$ cat src/rtl/gray_mem_arb.sv
// Two-requester read arbiter for the gray image memory, round robin with burst limit.
// Latency: read issued combinationally in the granted cycle; rvalid/rdata one cycle later.
// Backpressure: gray_ready low stalls the issue; grant and burst count hold, never forcing a switch.
// Optional: define GRAY_ARB_FIXED_PRIO_EN to replace round robin with fixed priority (m0 wins).
module gray_mem_arb #(
  parameter int AW        = 14,
  parameter int DW        = 8,
  parameter int MAX_BURST = 9
) (
  input  logic          clk,
  input  logic          reset,
  input  logic          m0_req,
  input  logic [AW-1:0] m0_addr,
  input  logic          m1_req,
  input  logic [AW-1:0] m1_addr,
  output logic          m0_gnt,
  output logic          m1_gnt,
  output logic          m0_rvalid,
  output logic          m1_rvalid,
  output logic [DW-1:0] m0_rdata,
  output logic [DW-1:0] m1_rdata,
  output logic          gray_req,
  output logic [AW-1:0] gray_addr,
  input  logic          gray_ready,
  input  logic [DW-1:0] gray_data
);

  typedef enum logic [1:0] {
    IDLE = 2'd0,
    GNT0 = 2'd1,
    GNT1 = 2'd2
  } state_t;

  localparam logic [3:0] BURST_LIM = 4'(MAX_BURST);

  state_t     state, state_nxt;
  logic [3:0] burst_cnt, burst_cnt_nxt;
  // 0: m0 was served most recently, 1: m1 was
  logic       last_m1, last_m1_nxt;
  logic       issue;
  logic       issue_m0;
  logic       issue_m1;
  logic       release_gnt;
  logic [3:0] burst_inc;

  assign m0_gnt   = (state == GNT0);
  assign m1_gnt   = (state == GNT1);
  assign issue_m0 = m0_gnt && m0_req && gray_ready;
  assign issue_m1 = m1_gnt && m1_req && gray_ready;
  assign issue    = issue_m0 || issue_m1;
  assign gray_req = issue;
  assign burst_inc = burst_cnt + 4'd1;

  // Read data is simply the memory bus; rvalid qualifies which requester owns it.
  assign m0_rdata = gray_data;
  assign m1_rdata = gray_data;

  // Memory address follows whichever requester holds the grant.
  always_comb begin
    gray_addr = '0;
    if (m0_gnt) begin
      gray_addr = m0_addr;
    end else if (m1_gnt) begin
      gray_addr = m1_addr;
    end
  end

  // Arbitration: next grant, burst counter and last-served tracking.
  always_comb begin
    state_nxt     = state;
    burst_cnt_nxt = burst_cnt;
    last_m1_nxt   = last_m1;
    release_gnt   = 1'b0;

    if (issue) begin
      last_m1_nxt = issue_m1;
    end

    unique case (state)
      IDLE: begin
        burst_cnt_nxt = '0;
        if (m0_req && m1_req) begin
`ifdef GRAY_ARB_FIXED_PRIO_EN
          state_nxt = GNT0;
`else
          state_nxt = last_m1 ? GNT0 : GNT1;
`endif
        end else if (m0_req) begin
          state_nxt = GNT0;
        end else if (m1_req) begin
          state_nxt = GNT1;
        end
      end

      GNT0: begin
        // A stall (no issue) never reaches the burst limit, so the grant holds.
        release_gnt = !m0_req || (issue_m0 && (burst_inc == BURST_LIM));
        if (issue_m0) begin
          burst_cnt_nxt = burst_inc;
        end
        if (release_gnt) begin
          burst_cnt_nxt = '0;
`ifdef GRAY_ARB_FIXED_PRIO_EN
          if (m0_req) begin
            state_nxt = GNT0;
          end else if (m1_req) begin
            state_nxt = GNT1;
          end else begin
            state_nxt = IDLE;
          end
`else
          if (m1_req) begin
            state_nxt = GNT1;
          end else if (m0_req) begin
            state_nxt = GNT0;
          end else begin
            state_nxt = IDLE;
          end
`endif
        end
      end

      GNT1: begin
        release_gnt = !m1_req || (issue_m1 && (burst_inc == BURST_LIM));
        if (issue_m1) begin
          burst_cnt_nxt = burst_inc;
        end
        if (release_gnt) begin
          burst_cnt_nxt = '0;
          // m0 is the "other" side here in both modes, so it wins either way.
          if (m0_req) begin
            state_nxt = GNT0;
          end else if (m1_req) begin
            state_nxt = GNT1;
          end else begin
            state_nxt = IDLE;
          end
        end
      end

      default: begin
        state_nxt     = IDLE;
        burst_cnt_nxt = '0;
      end
    endcase
  end

  // Arbiter state registers; reset leaves m1 as last served so m0 wins first.
  always_ff @(posedge clk or negedge reset) begin
    if (!reset) begin
      state     <= IDLE;
      burst_cnt <= '0;
      last_m1   <= 1'b1;
    end else begin
      state     <= state_nxt;
      burst_cnt <= burst_cnt_nxt;
      last_m1   <= last_m1_nxt;
    end
  end

  // Read-valid pipeline: one cycle after issue; reset drops anything in flight.
  always_ff @(posedge clk or negedge reset) begin
    if (!reset) begin
      m0_rvalid <= 1'b0;
      m1_rvalid <= 1'b0;
    end else begin
      m0_rvalid <= issue_m0;
      m1_rvalid <= issue_m1;
    end
  end

endmodule

$ cat config.mk
export PLATFORM = sky130hd
export DESIGN_NAME = gray_mem_arb
export DESIGN_NICKNAME = d
export VERILOG_FILES = /design/src/rtl/gray_mem_arb.sv
export SDC_FILE = /design/constraint.sdc
export NUM_CORES = 1
export LEC_CHECK = 0
export ABC_AREA = 1
export BUFFER_PORTS_ARGS = -buffer_cell sky130_fd_sc_hd__buf_2
export CAP_MARGIN = 20
export CORE_ASPECT_RATIO = 0.8
export CORE_MARGIN = 2
export CORE_UTILIZATION = 39
export CTS_CLUSTER_SIZE = 20
export DETAILED_ROUTE_END_ITERATION = 12
export HOLD_SLACK_MARGIN = 0.08
export PLACE_DENSITY = 0.8
export SLEW_MARGIN = 5
export SYNTH_ARGS = -nofsm -noshare
export SYNTH_HDL_FRONTEND = slang
export SYNTH_SLANG_ARGS = --single-unit
$ cat constraint.sdc
create_clock -name clk -period 1.7 [get_ports clk]
set_input_delay 0.17 -clock clk [delete_from_list [all_inputs] [get_ports clk]]
set_output_delay 0.17 -clock clk [all_outputs]
set_load 0.01 [all_outputs]
==> impl_metrics.yaml <==
drt:
  drt_first_pass_iters: 8
  avgRoutedWirePerCell_um: 11.7
  finalWirelength_um: 2460
  ant_nets: 0
  initialDrtViolationCount: 12
  vias_per_cell: 4.71
  drc: 2
  vias: 990
yosys:
  synth_xor_area_share_pct: 0
  netlist_instances: 142
  syn_avg_cell_area_um2: 6.59
  synthAdderAreaFrac_pct: 8.02
  yosysUniqueCellTypes: 22
  ys_top_cells_by_area: "nand2_1 (22%), dfrtp_1 (21%), buf_4 (14%), nand3_1 (9.6%), ha_1 (8.0%)"
  syn_nets: 189
  synth_top_family_by_area: "simple AND/OR/NAND/NOR gates"
  netlist_area_um2: 936
  seq_area_frac_synth_pct: 24.2
  synthSimpleGateAreaFrac_pct: 40.4
  netlist.area_leader.share_pct: 22.1
  ys_ff_latch: 9
  synth_compound_area_share_pct: 4.55
  yosysWarningCount: 0
  yosysTopAreaCell: "nand2_1"
  muxShareOfSynthArea_pct: 0
sta:
  fin_skew_ps: 2.24
  max_freq_mhz: 622
  slew_headroom_pct: 83.2
  hold_viol_final: 0
  rsz0062_at_grt: "yes"
  min_period_ps: 1610
  slew_violations: 0
  holdWs_ps: 225
  tightest_slew_ps: 250
  finalSetupViolations: 0
  timing.final.crit_share_pct: 94.5
  fin_tns_setup_ps: 0
layout:
  antenna-diode-count: 0
  synthToLayoutAreaGrowth_pct: 28.6
  drive_gt1_share_pct: 42.2
  nFillCells: 235
  finish.instance_area_mm2: 0.00120
  fin_nets: 233
critical_path:
  start_kind: "register"
  crit_required_ps: 1530
  path_buf_inv: 3
  critPathMaxStageDelay_ps: 400
  cp-end-kind: "output pin"
  path_cells: "buf_4 > ha_4 > buf_6 > nand3_1 > nand2_1 > buf_2"
  slowest_stage: "dfrtp_1"
  critPathTopFamily: "buffers and inverters"
  critPathMaxFanout: 16
  path_class: "reg -> out"
  cp.arrival_ps: 1440
clock_tree:
  cts_tree: "done"
  cts_sinks: 9
  clockRootBuffer: "clkbuf_4"
  htree_num_levels: 1
  cts_max_path_buffers: 2
  cts.clk_slew.worst_paths_ps: 60
  clk_latency_ps: 260
  cts_buffers: 3
die:
  die_w_um: 58.8
  die_y_um: 47.8
  pin_count: 76
  fp.coreArea_mm2: 0.00221
  start_util_pct: 42.3
  rows: 15
  die_area_mm2: 0.00281
power:
  vdd.ir_drop.worst_mv: 0.641
  switching_power_w: 0.000715
  p_leak_nw: 0.731
  netSwitchingFraction_pct: 46.5
  seqPwrFrac_pct: 19.6
  p_comb_share_pct: 69.8
  p_int_w: 0.000822
  p_clk_share_pct: 10.7
  powerDensity_mw_per_mm2: 1280
worst_hold_path:
  min_path_type: "in -> reg"
global_routing:
  first_global_vias: 718
  grt_max_degree: 17
  grt_use_total_pct: 16.1
  grt_pass1_wl_um: 3280
  antenna_found_initial: 0
  gr-total-overflow: 0
placement:
  place.gp.congestion: 0.850
  post_dp_cell_area_mm2: 0.00109
  port_buffers: 51
  dpl.hpwl_um: 1800
outcome:
  outcome: "finished with violations"
  failed_checks: "DRC"
job:
  drv_cap: 0
[synthesized netlist by cell type (all sizes together)]
cell,count
clkbuf,1
inv,15
nor3,2
a21oi,3
dfstp,1
nand2,57
ha,6
o21bai,1
dfrtp,8
nand4,5
o22ai,1
nand3,18
buf,20
or2,1
nor2,3
[power by group through the flow]
stage	logic, W	registers (W)	clock network [W]
after floorplan	0.000683	0.000297	0
after CTS	0.000944	0.000296	0.000173
after detailed placement	0.000926	0.000300	0
after global routing	0.00121	0.000305	0.000197
final	0.00107	0.000301	0.000164
after global placement	0.000918	0.000299	0
[worst min-delay path, cell delays in order]
cell	delay [ps]
buf_2	130
nor2_4	60
nand2_1	50
nand2_1	40
[cell type report]
type | instances | area, µm² | share of cell area, %
inverters | 15 | 61.3 | 5.09
clock buffers | 4 | 26.3 | 2.18
multi-input cells | 97 | 520 | 43.2
well taps | 25 | 31.3 | 2.60
flip-flops and latches | 9 | 228 | 18.9
repair buffers | 60 | 337 | 28.0
[per-stage QoR]
stage | utilization (%) | worst slack [ps] | std cells | total power [W]
CTS | 51.4 | 19.8 | 206 | 0.00141
global placement | 49.3 | 280 | 200 | 0.00122
detailed placement | 49.3 | 237 | 200 | 0.00123
finish | 54.4 | 93.3 | 210 | 0.00154
floorplan | - | 218 | 142 | 0.000980
global route | 54.4 | -2.39 | 210 | 0.00171
[kinds of logic after synthesis]
family                     count (synthesis)
buffers and inverters                     36
adders and majority gates                  6
and+or+nand+nor                           86
AOI/OAI and AO/OA                          5
DFF                                        9
[cell usage in the layout (no fill, tap or decap), types with 2 or more instances in the layout]
cell type / count
ha_1: 4
nand2_1: 55
inv_4: 2
inv_1: 9
inv_2: 4
nand3_1: 18
dfrtp_1: 7
buf_2: 51
nand4_1: 5
buf_6: 3
a21oi_1: 3
ha_4: 2
buf_4: 5
clkbuf_4: 3
nor3_1: 2
nand2_2: 2
[repair_timing]
item,CTS,global route
pin swaps,1,1
hold buffers,1,0
gates resized for setup,1,8
buffers inserted,1,4
endpoints found under the setup margin,3,15
endpoints found under the hold margin,9,0
[metal layers]
| layer | global-route usage, % | routed length, µm | up-vias |
|---|---|---|---|
| met2 | 23.1 | 1250 | 29 |
| met5 | 0 | 0 | - |
| met4 | 11.4 | 78 | 0 |
| met3 | 5.14 | 109 | 11 |
| met1 | 20.7 | 1020 | 432 |
| li1 | - | - | 518 |
[worst paths after layout]
| path | from | endpoint | slack, ps | cells past startpoint |
|---|---|---|---|---|
| max | state[1] | gray_addr[6] | 90 | 6 |
| min | gray_ready | burst_cnt[1] | 220 | 4 |
| max reg2reg | state[0] | state[0] | 220 | 6 |
| min reg2reg | last_m1 | last_m1 | 490 | 2 |
| max in group asynchronous | reset | last_m1 | 1170 | 2 |
| min in group asynchronous | reset | burst_cnt[0] | 280 | 2 |
[state kept, by name (all words and copies together) (netlist names)]
signal and cells:
m0_rvalid 1, burst_cnt 4, last_m1 1, state 2
m1_rvalid 1
Power figures use the tool's default switching activity.
